<file path="src/rtl/vc_rr_sel.sv">
// vc_rr_sel: per-input-port round-robin VC selector feeding the switch allocator.
// Offers one requesting VC (sel/sel_valid, both registered), holds it until the
// allocator grants it, locks it for the rest of a multi-flit packet, then moves
// the round-robin pointer past the VC that just finished.
// Optional starvation timeout: define VC_SEL_TIMEOUT_EN to reselect after TIMEOUT
// HOLD cycles without a grant; without it TIMEOUT is only range-checked.
//
// state   | meaning
// --------+-----------------------------------------------------------
// ST_IDLE | nothing selected, sel_valid low
// ST_HOLD | sel offered to the allocator, no flit of it granted yet
// ST_LOCK | mid-packet: a non-tail flit of sel was granted, sel frozen

module vc_rr_sel #(
   parameter int NUM_VC         = 4,
   parameter int VC_INDEX_WIDTH = 2,
   parameter int TIMEOUT        = 16
) (
   input  logic                      clk,
   input  logic                      rst_n,
   input  logic [NUM_VC-1:0]         vc_valid,
   input  logic                      sa_grant,
   input  logic                      sa_tail,
   output logic [VC_INDEX_WIDTH-1:0] sel,
   output logic                      sel_valid
);

   if ((1 << VC_INDEX_WIDTH) != NUM_VC || NUM_VC < 2 || NUM_VC > 8) begin : g_bad_num_vc
      $error("vc_rr_sel: NUM_VC must be 2, 4 or 8 and equal 2**VC_INDEX_WIDTH");
   end
   if (TIMEOUT < 2 || TIMEOUT > 255) begin : g_bad_timeout
      $error("vc_rr_sel: TIMEOUT must be in 2..255");
   end

   typedef enum logic [1:0] {
      ST_IDLE = 2'd0,
      ST_HOLD = 2'd1,
      ST_LOCK = 2'd2
   } state_t;

   state_t                    state_q, state_d;
   logic [VC_INDEX_WIDTH-1:0] ptr_q, ptr_d;
   logic [VC_INDEX_WIDTH-1:0] sel_q, sel_d;
   logic                      sel_valid_q, sel_valid_d;
   logic [VC_INDEX_WIDTH-1:0] sel_inc;
   logic [VC_INDEX_WIDTH:0]   pick_ptr, pick_inc;
   logic                      grant_ok;
   logic                      advance;
   logic                      timeout_hit;

   // {found, index} of the first set request at or after start, wrapping.
   // Lowest offset wins because later loop iterations overwrite earlier ones.
   function automatic logic [VC_INDEX_WIDTH:0] rr_pick(
      input logic [NUM_VC-1:0]         req,
      input logic [VC_INDEX_WIDTH-1:0] start
   );
      logic                      found;
      logic [VC_INDEX_WIDTH-1:0] idx;
      logic [VC_INDEX_WIDTH-1:0] cand;
      found = 1'b0;
      idx   = start;
      for (int i = NUM_VC - 1; i >= 0; i--) begin
         cand = start + VC_INDEX_WIDTH'(i);
         if (req[cand]) begin
            found = 1'b1;
            idx   = cand;
         end
      end
      return {found, idx};
   endfunction

   assign sel_inc  = sel_q + VC_INDEX_WIDTH'(1);
   assign pick_ptr = rr_pick(vc_valid, ptr_q);
   // Reselection candidate computed under the advanced pointer so a new VC is
   // offered in the same cycle the old one is released.
   assign pick_inc = rr_pick(vc_valid, sel_inc);
   // A grant only means something while a valid selection is being offered.
   assign grant_ok = sa_grant & sel_valid_q;

`ifdef VC_SEL_TIMEOUT_EN
   logic [7:0] cnt_q, cnt_d;

   assign timeout_hit = (cnt_q == 8'(TIMEOUT - 1));

   // Age of the current HOLD offer; any exit or reselection restarts it.
   always_comb begin
      cnt_d = 8'd0;
      if (state_q == ST_HOLD && !sa_grant && vc_valid[sel_q] && !timeout_hit) begin
         cnt_d = cnt_q + 8'd1;
      end
   end

   // HOLD age counter register.
   always_ff @(posedge clk or negedge rst_n) begin
      if (!rst_n) begin
         cnt_q <= 8'd0;
      end else begin
         cnt_q <= cnt_d;
      end
   end
`else
   assign timeout_hit = 1'b0;
`endif

   // Next-state, pointer and selection decision.
   always_comb begin
      state_d     = state_q;
      ptr_d       = ptr_q;
      sel_d       = sel_q;
      sel_valid_d = sel_valid_q;
      advance     = 1'b0;
      case (state_q)
         ST_IDLE: begin
            if (|vc_valid) begin
               sel_d       = pick_ptr[VC_INDEX_WIDTH-1:0];
               sel_valid_d = 1'b1;
               state_d     = ST_HOLD;
            end else begin
               sel_valid_d = 1'b0;
            end
         end
         ST_HOLD: begin
            if (grant_ok && sa_tail) begin
               advance = 1'b1;
            end else if (grant_ok) begin
               state_d     = ST_LOCK;
               sel_valid_d = vc_valid[sel_q];
            end else if (!vc_valid[sel_q] || timeout_hit) begin
               advance = 1'b1;
            end
         end
         ST_LOCK: begin
            if (grant_ok && sa_tail) begin
               advance = 1'b1;
            end else begin
               // Packet bubbles keep the lock; only the offer drops.
               sel_valid_d = vc_valid[sel_q];
            end
         end
         default: begin
            state_d     = ST_IDLE;
            sel_valid_d = 1'b0;
         end
      endcase
      if (advance) begin
         ptr_d = sel_inc;
         if (pick_inc[VC_INDEX_WIDTH]) begin
            sel_d       = pick_inc[VC_INDEX_WIDTH-1:0];
            sel_valid_d = 1'b1;
            state_d     = ST_HOLD;
         end else begin
            sel_valid_d = 1'b0;
            state_d     = ST_IDLE;
         end
      end
   end

   // FSM, pointer and registered outputs.
   always_ff @(posedge clk or negedge rst_n) begin
      if (!rst_n) begin
         state_q     <= ST_IDLE;
         ptr_q       <= '0;
         sel_q       <= '0;
         sel_valid_q <= 1'b0;
      end else begin
         state_q     <= state_d;
         ptr_q       <= ptr_d;
         sel_q       <= sel_d;
         sel_valid_q <= sel_valid_d;
      end
   end

   assign sel       = sel_q;
   assign sel_valid = sel_valid_q;

endmodule

</file>
<file path="config.mk">
export PLATFORM = sky130hd
export DESIGN_NAME = vc_rr_sel
export DESIGN_NICKNAME = d
export VERILOG_FILES = /design/src/rtl/vc_rr_sel.sv
export SDC_FILE = /design/constraint.sdc
export NUM_CORES = 1
export LEC_CHECK = 0
export ABC_AREA = 1
export CAP_MARGIN = 10
export CORE_AREA = 10 10 62 64
export DETAILED_ROUTE_END_ITERATION = 8
export DIE_AREA = 0 0 72 74
export GPL_ROUTABILITY_DRIVEN = 0
export GPL_TIMING_DRIVEN = 1
export SLEW_MARGIN = 5
export SYNTH_ARGS = -nofsm -noshare
export SYNTH_HDL_FRONTEND = slang
export SYNTH_SLANG_ARGS = --single-unit
</file>
<file path="constraint.sdc">
create_clock -name clk -period 1.8 [get_ports clk]
set_input_delay 0.36 -clock clk [delete_from_list [all_inputs] [get_ports clk]]
set_output_delay 0.36 -clock clk [all_outputs]
set_load 0.01 [all_outputs]
</file>
# Word level (Yosys, flattened, before mapping)
# Index checks and enable logic that the tools add are counted.
# classes
add_sub_neg	7
order_cmp	9
eq_ne	7
muxes	52
bitwise_logic	1
reduce_logical	5
# op_table
operator	count
2-bit two-way mux	16
2-bit by 3-bit less-than comparator with 1-bit output, second input constant	9
1-bit two-way mux	24
1-bit binary-select mux with 2-bit select	9
3-bit != test, second input constant	4
2-bit adder, second input constant	4
2-bit by 1-bit adder with 2-bit output, second input constant	3
2-bit case mux with 3 select lines	1
4-bit AND reduction	1
4-bit OR reduction	1
1-bit case mux with 3 select lines	1
3-bit AND reduction	1
2-bit by 1-bit equality test with 1-bit output, second input constant	1
2-bit equality test, second input constant	1
2-bit logical NOT	1
2-bit != test, second input constant	1
1-bit case mux with 2 select lines	1
1-bit bitwise AND	1
1-bit logical AND	1
# totals
ff_bits	7
in_bits	8
output_inout_bits	3

# Longest topological paths before layout
# depth
word_depth	11
depth_mapped	14
mapped_depth_nobuf	13

# Worst setup path after synthesis
# Ideal clock, no wire load.
# synth_timing
kind	reg2reg
start	register state_q[0]
end	register sel_q[0] (netlist: sel[0])
setup_time_ps	116
t_arrival_ps	1495
t_required_ps	1684
path_slack_ps	189
path_stages_with_launch	11
path_buffers	0
period_less_slack_ps	1611
path_cell_list	dfrtp_1 > inv_1 > ha_1 > nand4_1 > a21oi_1 > nand2_4 > inv_4 > nand2_4 > o21bai_2 > nand2_1 > nand2_1
# synth_via
elab_chain_len	4
# synth_rtl
item	line	source
start: declaration	41	state_t state_q, state_d;
start signal: assignment	166	state_q <= state_d;
2-bit logical NOT	112	case (state_q)
2-bit two-way mux	112	
2-bit two-way mux	147	if (pick_inc[VC_INDEX_WIDTH]) begin
2-bit two-way mux (*)	145	if (advance) begin
end signal: assignment	168	sel_q <= sel_d;
end: declaration	43	logic [VC_INDEX_WIDTH-1:0] sel_q, sel_d;
# Every way passes the cells marked *; elsewhere a longest branch is shown, timed or not.
# A chain may end at the register's enable or synchronous reset.

# Final worst setup path
# Ends and elaborated chain as after synthesis.

==> flow_summary_export.csv <==
group,metric,value,unit
run_status,status,"complete, no violations",
critical_path,worstPathCellList,"inv_1 > ha_1 > nand4_1 > a21oi_2 > nand2_4 > inv_4 > nand2_4 > o21bai_2 > nand2_1 > nand2_1",
synthesis,synth_area_leaders,"nand2_1 (29%), dfrtp_1 (20%), inv_1 (7.2%), ha_1 (7.1%), a21oi_1 (4.0%)",
timing,period_needed,1.71,ns
clock_tree,h-tree-depth,1,
timing,fmax,583,MHz
route,post-route-drc-count,0,
critical_path,slowest_delay,0.40,ns
synthesis,yosys.cell_types.count,24,
global_route,grt-ovfl-total,0,
clock_tree,cts_tree,"yes",
timing,finalHoldViolations,0,
critical_path,cpMaxStageDelayCell,"dfrtp_1",
critical_path,required,1.94,ns
die,coreArea,2660,sq um
cells_and_area,syn_to_final_growth,30.3,%
critical_path,critPathBufInv,2,
timing,slew_headroom,77.5,%
critical_path,path_delay_family,"simple AND/OR/NAND/NOR gates",
clock_tree,cts_made_buffers,3,
synthesis,yosysTopAreaCell,"nand2_1",
synthesis,synth_area,881,sq um
power_and_ir_drop,combPwrFrac,74.1,%
critical_path,path_max_fanout,7,
synthesis,synth_top_area_share,29.0,%
power_and_ir_drop,p_int,1.02,mW
timing,min_period_over_period,95.2,%
clock_tree,clk_latency,0.25,ns
critical_path,worst-r2r-cell-count,10,
route,first_pass_iters,4,
synthesis,yosysSeqAreaShare,19.9,%
power_and_ir_drop,switching_share,53.2,%
power_and_ir_drop,seqPwrFrac,19.4,%
synthesis,synth_seq_cells,7,
route,wl_per_cell,10.5,um
power_and_ir_drop,irDropWorstVdd,826,uV
route,dr_total_vias,980,
die,ios,11,
die,num_rows,19,
global_route,grt_usage,8.36,%
cells_and_area,drive_above_1_share,20.8,%
timing,fin_skew,0.00663,ns
global_route,grt_max_degree,15,
route,via_per_inst,4.80,
timing,tightest_slew,0.337,ns
route,drt_iter0_markers,98,
worst_hold_path,hp-class,"in2async",
global_route,antenna_found_initial,0,
clock_tree,cts_num_sinks,7,
global_route,grt_pass1_vias,933,
timing,finalSetupViolations,0,
power_and_ir_drop,p_leak,0.634,nW
critical_path,r2r-end,"sel[0]$_DFFE_PN0P_",
critical_path,ff2ff_setup_slack,0.09,ns
power_and_ir_drop,p_per_area,1890,nW/um^2
placement,dp.final_hpwl,1750,um
power_and_ir_drop,power.switching,1.15,mW
power_and_ir_drop,power_frac_clock,6.4,%
die,dieArea,5330,sq um
cells_and_area,antenna-diode-count,0,
timing,setup_slack,0.0857,ns
power_and_ir_drop,finalPower,2.17,mW
cells_and_area,final_nets,187,
die,initial_utilization,33.1,%
route,wl,2140,um
clock_tree,cts_setup_buffers,0,
clock_tree,clock-root-buffer,"clkbuf_4",
critical_path,worst-setup-path-type,"reg2reg",
synthesis,yosys_warnings,0,
placement,pre_cts_ws,-0.197,ns
timing,drv_slew,0,
synthesis,syn_nets,163,
timing,rsz0062_at_grt,"yes",
critical_path,endpoint_kind,"flop",
placement,portBuffers,10,
critical_path,worstPathArrival,1.86,ns
job,cap_violations,0,
synthesis,avgSynthCellArea,5.87,sq um
die,die_h,74,um
critical_path,r2r-start,"state_q[0]$_DFFE_PN0P_",
clock_tree,clk_pin_slew,0.05,ns
placement,dp_cells,200,
cells_and_area,finalNonFillerCells,204,
global_route,grt_pass1_wl,3710,um
clock_tree,cts.path.max_buffers,2,
critical_path,start_kind,"flop",
synthesis,netlist_instances,150,
route,final_antenna_net_count,0,
die,die_w,72,um
-- flip-flops by register name (all words and copies together), names as in the netlist --
signal and flops:
ptr_q 2, sel_valid 1, state_q 2, sel 2
-- through the flow --
| stage | cell area (sq um) | setup TNS (ns) | hold WS (ns) | utilization (%) |
|---|---|---|---|---|
| 3_3_place_gp | 1090 | -0.457 | 0.540 | 40.9 |
| 5_1_grt | 1150 | -0.112 | 0.376 | 43.1 |
| 4_1_cts | 1120 | 0 | 0.374 | 41.9 |
| 6_report | 1150 | 0 | 0.377 | 43.1 |
| 3_5_place_dp | 1090 | -0.780 | 0.557 | 40.9 |
| 2_1_floorplan | 881 | 0 | 0.0644 | - |
-- layout by cell type (no fill, tap or decap), drive strengths merged, types with 2 or more instances in the layout --
cell / count
o21ai: 12
nand4: 2
nand3: 8
a21oi: 7
nand3b: 3
clkdlybuf4s50: 9
dfrtp: 7
clkbuf: 4
buf: 12
inv: 19
ha: 5
nor2: 3
nand2: 75
-- power groups by stage --
stage	combinational, mW	sequential [mW]	clock, mW
5_1_grt	1.88	0.445	0.162
3_3_place_gp	1.54	0.404	0
4_1_cts	1.57	0.407	0.148
6_report	1.61	0.421	0.140
3_5_place_dp	1.57	0.406	0
2_1_floorplan	1.24	0.327	0
-- kinds of logic after synthesis --
logic type | synth area share [%]
DFF | 19.9
buffers and inverters | 11.2
and+or+nand+nor | 46.2
AOI/OAI and AO/OA | 12.8
xor gates and xnor gates | 2.84
adders and majority gates | 7.10
-- layer usage --
metal	share of wire, %	vias to the layer above	routed length (um)	track usage, %
met5	0	-	0	0
met4	0.65	0	14	4.09
met3	5.3	2	113	2.13
met2	51	20	1080	14.5
met1	43	441	930	9.35
li1	-	517	-	-
-- worst max path at each step --
stage               slack [ns]  cells past startpoint                 end                    from
finish                    0.09                     10  sel[0]$_DFFE_PN0P_  state_q[0]$_DFFE_PN0P_
global route             -0.06                     11    sel[1]$_DFF_PN0_  state_q[0]$_DFFE_PN0P_
CTS                       0.04                      1              sel[1]        sel[1]$_DFF_PN0_
detailed placement       -0.20                     14  sel[0]$_DFFE_PN0P_             vc_valid[2]
global placement         -0.12                     14  sel[0]$_DFFE_PN0P_             vc_valid[2]
floorplan                 0.19                     10  sel[0]$_DFFE_PN0P_  state_q[0]$_DFFE_PN0P_
-- Yosys cell counts (all sizes together) --
master,n
inv,19
nand3,8
nand2,75
a21oi,7
xnor2,1
xor2,1
nand3b,3
dfrtp,7
ha,5
o22ai,1
nor2,3
and2,1
o21ai,12
o21bai,1
buf,3
clkinv,1
nand4,2
-- layout make-up --
| cell class | count | area, sq um |
|---|---|---|
| inverters | 20 | 77.6 |
| repair buffers | 22 | 193 |
| well taps | 31 | 38.8 |
| flip-flops and latches | 7 | 178 |
| clock buffers | 4 | 26.3 |
| multi-input cells | 120 | 634 |
| fillers | 300 | 1520 |
-- timing repair --
item,CTS,global route
hold endpoints to repair,0,0
resized for setup,1,10
hold buffers,0,0
endpoints found under the setup margin,1,6
Note: power is estimated with default switching activity, not from simulation.
